<file path="src/rtl/divider_taint_track_word.sv">
// Constant-time restoring unsigned divider with word-level taint tracking.
// One restoring step per cycle; WIDTH steps for every operand value.
module divider_taint_track_word #(
  parameter int WIDTH = 256
) (
  input  logic             clk,
  input  logic             rst,
  input  logic             start,
  input  logic             start_t,
  input  logic [WIDTH-1:0] dividend,
  input  logic             dividend_t,
  input  logic [WIDTH-1:0] divisor,
  input  logic             divisor_t,
  output logic [WIDTH-1:0] quotient,
  output logic             quotient_t,
  output logic [WIDTH-1:0] remainder,
  output logic             remainder_t,
  output logic             quotientDone,
  output logic             quotientDone_t
);

  localparam int CW = $clog2(WIDTH + 1);
  localparam logic [CW-1:0] LAST = CW'(WIDTH - 1);

  typedef enum logic [1:0] {
    IDLE,
    LOAD,
    ITER,
    DONE
  } state_t;

  state_t state, state_nxt;

  logic [WIDTH-1:0] q;
  logic [WIDTH-1:0] d;
  logic [WIDTH-1:0] r;
  logic [CW-1:0]    cnt;
  logic             dtaint;
  logic             ctaint;
  logic             done;

  logic [WIDTH:0]   rs;
  logic [WIDTH:0]   diff;
  logic [WIDTH-1:0] q_step;
  logic [WIDTH-1:0] r_step;
  logic             last;

  assign last = (cnt == LAST);

  // Both candidates are always formed; only the mux select depends on data.
  always_comb begin
    rs     = {r, q[WIDTH-1]};
    diff   = rs - {1'b0, d};
    q_step = {q[WIDTH-2:0], ~diff[WIDTH]};
    r_step = diff[WIDTH] ? rs[WIDTH-1:0] : diff[WIDTH-1:0];
  end

  always_comb begin
    state_nxt = state;
    unique case (state)
      IDLE: if (start) state_nxt = LOAD;
      LOAD: state_nxt = ITER;
      ITER: if (last) state_nxt = DONE;
      DONE: state_nxt = IDLE;
      default: state_nxt = IDLE;
    endcase
  end

  always_ff @(posedge clk or negedge rst) begin
    if (!rst) begin
      state  <= IDLE;
      q      <= '0;
      d      <= '0;
      r      <= '0;
      cnt    <= '0;
      dtaint <= 1'b0;
      ctaint <= 1'b0;
      done   <= 1'b0;
    end else begin
      state <= state_nxt;
      done  <= (state == ITER) && last;
      unique case (state)
        LOAD: begin
          q      <= dividend;
          d      <= divisor;
          r      <= '0;
          cnt    <= '0;
          dtaint <= dividend_t | divisor_t;
          ctaint <= start_t;
        end
        ITER: begin
          q   <= q_step;
          r   <= r_step;
          cnt <= cnt + 1'b1;
        end
        default: ;
      endcase
    end
  end

  assign quotient       = q;
  assign remainder      = r;
  assign quotientDone   = done;
  assign quotient_t     = dtaint | ctaint;
  assign remainder_t    = dtaint | ctaint;
  // Completion timing depends only on start, never on operand values.
  assign quotientDone_t = ctaint;

endmodule

</file>
<file path="config.mk">
export PLATFORM = sky130hd
export DESIGN_NAME = divider_taint_track_word
export DESIGN_NICKNAME = d
export VERILOG_FILES = /design/src/rtl/divider_taint_track_word.sv
export SDC_FILE = /design/constraint.sdc
export NUM_CORES = 2
export LEC_CHECK = 0
export ABC_CLOCK_PERIOD_IN_PS = 6700
export BUFFER_PORTS_ARGS = -buffer_cell sky130_fd_sc_hd__buf_2
export CORE_AREA = 2 2 401 403
export CTS_CLUSTER_SIZE = 30
export DETAILED_ROUTE_END_ITERATION = 7
export DIE_AREA = 0 0 403 405
export PLACE_DENSITY = 0.6
export SYNTH_ARGS = -nofsm -noshare
export SYNTH_HDL_FRONTEND = slang
export SYNTH_SLANG_ARGS = --single-unit
</file>
<file path="constraint.sdc">
create_clock -name clk -period 6.7 [get_ports clk]
set_input_delay 0.335 -clock clk [delete_from_list [all_inputs] [get_ports clk]]
set_output_delay 0.335 -clock clk [all_outputs]
set_load 0.03 [all_outputs]
</file>
* Yosys cells after proc, flatten, opt, wreduce, memory -nomap -nowiden
Index checks and enable logic that the tools add are counted.
** Storage, ports and cells
- Flip-flop bits (word level) :: 782
- Output and inout port bits :: 516
- Word-level logic and storage cells :: 30
** Operators by class
- Add/subtract/negate cells :: 2
- Eq/ne operators :: 6
- Muxes and demuxes :: 7
- Bitwise gates (word level) :: 3
- Reduce and logical (&&, ||, !) cells :: 4
** Operators by type and width (count)
- 256-bit one-hot mux with 2 select lines :: 2
- 257-bit by 256-bit subtractor with 257-bit output :: 1
- 256-bit 2-to-1 mux :: 1
- 9-bit one-hot mux with 2 select lines :: 1
- 9-bit by 1-bit adder with 9-bit output, second input constant :: 1
- 9-bit by 8-bit == test with 1-bit output, second input constant :: 1
- 2-bit one-hot mux with 4 select lines :: 1
- 2-bit == test, second input constant :: 2
- 2-bit 2-to-1 mux :: 2
- 2-bit inequality test, second input constant :: 2
- 2-bit by 1-bit == test with 1-bit output, second input constant :: 1
- 2-bit logical NOT :: 1
- 1-bit OR :: 2
- 2-bit AND reduction :: 1
- 2-bit nonzero test :: 1
- 1-bit logical AND :: 1
- 1-bit inverter :: 1

* Logic depth before layout (Yosys ltp)
- Word-level depth :: 3
- Mapped depth :: 21
- Gate-level depth less buffers :: 17

* Worst setup path before layout
No wires, ideal clock.
- Kind :: reg2reg
- From :: reg q[255] (netlist: quotient[255])
- To :: reg r[168] (netlist: remainder[168])
- Library setup time :: 137 ps
- Arrival :: 3963 ps
- Data required time :: 6563 ps
- Slack :: 2600 ps
- Cell stages (with the launch flop) :: 21
- Buffers on the path :: 4
- Period minus slack after synthesis :: 4100 ps
- Path through :: dfrtp_1 -> inv_1 -> ha_1 -> inv_1 -> fa_1 -> a211oi_1 -> o21ai_1 -> o221a_2 -> o211a_1 -> o21ai_1 -> a21o_1 -> a211o_1 -> nand2_2 -> a41oi_2 -> xor2_2 -> buf_6 -> buf_6 -> buf_6 -> buf_2 -> mux2i_1 -> a21oi_1
** On the way
- Word-level cells in the longest chain between the ends :: 3
** Ends and longest elaborated chain
- start, declared :: line 34 : logic [WIDTH-1:0] q;
- start signal, assigned :: line 84 : q <= dividend;
- start signal, assigned :: line 92 : q <= q_step;
- 257-bit by 256-bit subtractor with 257-bit output :: line 53 : diff = rs - {1'b0, d};
- 256-bit 2-to-1 mux :: line 55 : r_step = diff[WIDTH] ? rs[WIDTH-1:0] : diff[WIDTH-1:0];
- 256-bit one-hot mux with 2 select lines :: line 82 : unique case (state)
- end signal, assigned :: line 93 : r <= r_step;
- end, declared :: line 36 : logic [WIDTH-1:0] r;
Every way passes these cells.
A chain may end at the register's enable or synchronous reset.

* Final worst setup path
- From :: reg r[76] (netlist: remainder[76])
- To :: reg r[70] (netlist: remainder[70])
** On the way
- Word-level cells in the longest chain between the ends :: 3
** Ends and longest elaborated chain (line)
- 257-bit by 256-bit subtractor with 257-bit output :: 53
- 256-bit 2-to-1 mux :: 55
- 256-bit one-hot mux with 2 select lines :: 82
Every way passes these cells.

==> key figures <==
Final layout
  • NumNets Final: 8684
  • Share of layout cells above drive strength 1: 16.4%
  • Final instance area: 68700 um^2
  • Layout area overhead: 28.5%

Setup path
  • WS Path Type: reg -> reg
  • CP bufs+invs: 1
  • Worst R2R End: remainder[70]
  • R2r setup slk: 0.59 ns
  • CP top delay family: compound AO/OA/AOI/OAI gates
  • Startpoint types: flip-flop
  • Cell Chain, Critical Path: ha_1 -> a21o_1 -> a21o_1 -> a21oi_1 -> nor3b_1 -> a2bb2oi_1 -> a211o_1 -> nand2_2 -> a41oi_2 -> xor2_4 -> buf_4 -> o21ai_0 -> a22o_1
  • Worst Reg2Reg Path Length in Cells: 13
  • Critical path endpoint category: flip-flop
  • Worst path max stage delay: 0.82 ns
  • Most Frequent Cell on Critical Path: a21o_1
  • Worst-path maximum fanout: 92
  • Critical Path RT: 7.29 ns
  • Reg2reg start: remainder[76]
  • Critical Path AT: 6.70 ns
  • Slowest CP cell: a2bb2oi_1

Hold path
  • Min-Delay Endpoint: quotient[232]
  • Tightest Hold Check Type: in -> reg
  • Hold Startpoint: dividend[232]
  • Cell depth of the worst hold path: 3

Place
  • Dpl cell area: 60200 um^2
  • Detail Placement HPWL: 217000 um
  • Port Buf Inserts: 1033
  • Gpl congestion: 1.11

Floorplan
  • Num ports: 1034
  • Die H: 405 um
  • FP Rows: 147
  • DIE AREA: 163000 um^2
  • Core area: 159000 um^2
  • Starting Density: 33.5%
  • Chip width: 403 um

Detailed routing
  • Routed vias/inst: 5.68
  • DRT iter0 DRCs: 5484
  • DRT Wirelength: 272000 um
  • Post-DRT Antenna Nets: 0
  • DRC: 0
  • Via Count: 57312
  • DR WL/cell: 26.9 um
  • Detailed Routing Iterations Pass 1: 8

Timing
  • Max Freq: 164 MHz
  • Tmin final: 6.11 ns
  • Setup TNS: 0 ns
  • Slew Limit Headroom: 23.9%
  • Setup violations, final: 0
  • Max Slew Vio Count: 0
  • Least-Margin Pin Slew: 1.14 ns
  • RSZ-0062 raised after global routing: false
  • Fin. Hold Viols: 0
  • Final period utilization: 91.2%
  • Clk_skew: 0.0664 ns

Synth
  • Syn. warnings: 0
  • Count leader, synth: nand2_1
  • Primary FF master, synth: dfrtp_1
  • Top cells by area, synth: dfrtp_1 (37%), a21oi_1 (7.7%), o21ai_0 (7.1%)
  • Syn Area/Cell: 8.07 um^2
  • Synth top cells by count: nand2_1 (834), a21oi_1 (819), dfrtp_1 (782)
  • Area leader, netlist: dfrtp_1
  • FF+latch count, synth: 782
  • Post-synth EDFFs: 0
  • Syn nets: 7402
  • Register area share after synthesis: 36.6%
  • Post-synth top area share: 36.6%
  • Ys async rst share: 100%
  • Synth Cell Area: 53400 um^2
  • Netlist cell types: 96
  • Syn Inst Count: 6622

Power
  • Sw Ratio: 24.1%
  • VDD IR-drop max: 0.181 mV
  • Power per cell area: 158 nW/um^2
  • Int Pwr: 8.24 mW
  • Seq pwr share: 43.5%
  • Leakage: 32.1 nW
  • Psw: 2.61 mW
  • Power share of the clock group: 51.4%
  • Combinational Power Share: 5.0%

GRT
  • First-pass GRT wire length: 385000 um
  • GRT Total Usage: 32.0%
  • Pin count of the biggest net entering global routing: 231
  • Grt total ovfl: 0
  • Initial antenna violation count: 49
  • Number of global-route vias before repair: 55560

Clock tree
  • Clock tree buffer depth: 3
  • Clock Sinks: 782
  • Post-CTS Setup Bufs: 0
  • TritonCTS buffer count: 96
  • CTS root buf: clkbuf_16
  • Worst-Skew Late Latency: 0.75 ns
  • CTS tree: built
  • Clock-pin slew on the worst setup and hold paths: 0.07 ns
  • # H-tree levels: 3

Outcome
  • Status: completed

Flow run
  • MaxCap Viol Count: 0
-- state kept, by name (all words and copies together), names as in the netlist --
| signal | flops |
|---|---|
| quotient | 256 |
| cnt | 9 |
| quotientDone_t | 1 |
| quotientDone | 1 |
| state | 2 |
| remainder | 256 |
| d | 256 |
| dtaint | 1 |
-- metrics by stage --
stage | setup WS [ns] | hold WS [ns] | std cells | utilization [%] | total power, mW
CTS | 0.958 | 0.00350 | 10064 | 43.1 | 11.0
detailed placement | 0.985 | 0.490 | 9392 | 37.8 | 5.11
finish | 0.586 | 0.0443 | 10093 | 43.1 | 10.9
floorplan | 2.60 | 0.0394 | 6622 | - | 4.81
global placement | 1.04 | 0.488 | 9392 | 37.8 | 5.11
global route | 0.587 | 0.0300 | 10082 | 43.1 | 11.2
-- cells in the final DEF (no fill, tap or decap), types with 87 or more instances in the layout --
cell type,n
dfrtp_1,782
mux2i_1,271
a21o_1,105
a22o_1,153
ha_1,258
dlygate4sd3_1,500
xor2_1,120
nand2_1,833
nand4_1,172
inv_1,345
clkbuf_16,96
o21ai_0,755
a21oi_1,819
buf_2,1032
xnor2_1,125
o21bai_1,87
nor2_1,622
-- worst max-delay path by stage --
stage	startpoint	end	slack, ns	depth (start not counted)
final	remainder[76]	remainder[70]	0.59	13
after global routing	remainder[76]	remainder[58]	0.59	13
after CTS	remainder[76]	remainder[88]	0.96	13
after detailed placement	remainder[76]	remainder[71]	0.99	13
after global placement	quotient[255]	remainder[68]	1.04	17
after floorplan	quotient[255]	remainder[168]	2.60	20
-- area by class of cell --
class | count | area (um^2)
fill | 16087 | 90600
multi-input combinational | 5082 | 30900
tap | 2086 | 2610
timing repair buffer | 1596 | 10800
sequential | 782 | 19600
inverter | 346 | 1310
clock inverter | 49 | 686
antenna | 29 | 72.6
clock buffer | 123 | 2670
-- cells by family (layout without fill, tap and decap cells) --
family	count (synthesis)	in the layout	synth area share (%)
multiplexers	273	273	5.12
AO/OA/AOI/OAI	2347	2347	26.5
flip-flops	782	782	36.6
other	0	29	0
buffers and inverters	758	2114	5.56
XOR/XNOR	246	246	4.05
adder cells (fa/ha/maj)	262	262	6.15
AND/OR/NAND/NOR	1954	1954	16.0
-- metal layers --
layer | global-route usage (%) | part of all wire (%) | vias up
met1 | 38.8 | 39 | 27894
met2 | 51.3 | 45 | 2515
met3 | 7.29 | 7.9 | 632
met5 | 0 | 0.086 | -
met4 | 19.9 | 7.3 | 36
li1 | - | - | 26235
-- power by group through the flow --
stage	Clock [mW]	Sequential [mW]	Combinational, mW
2_1_floorplan	0	4.81	0.00455
3_3_place_gp	0	4.81	0.299
3_5_place_dp	0	4.81	0.303
4_1_cts	5.71	4.72	0.551
5_1_grt	5.87	4.72	0.587
6_report	5.58	4.72	0.547
-- what timing repair did --
item | CTS | global route
hold endpoints to repair | 582 | 0
resized for setup | 0 | 0
hold buffers | 500 | 0
-- worst reg2reg max path, stage by stage, from the launching register on --
cell and delay, ns:
dfrtp_1 0.43, ha_1 0.42, a21o_1 0.24, a21o_1 0.18, a21oi_1 0.41, nor3b_1 0.72
a2bb2oi_1 0.82, a211o_1 0.31, nand2_2 0.13, a41oi_2 0.30, xor2_4 0.72, buf_4 0.77
o21ai_0 0.29, a22o_1 0.25
Note: power is estimated with default switching activity, not from simulation.
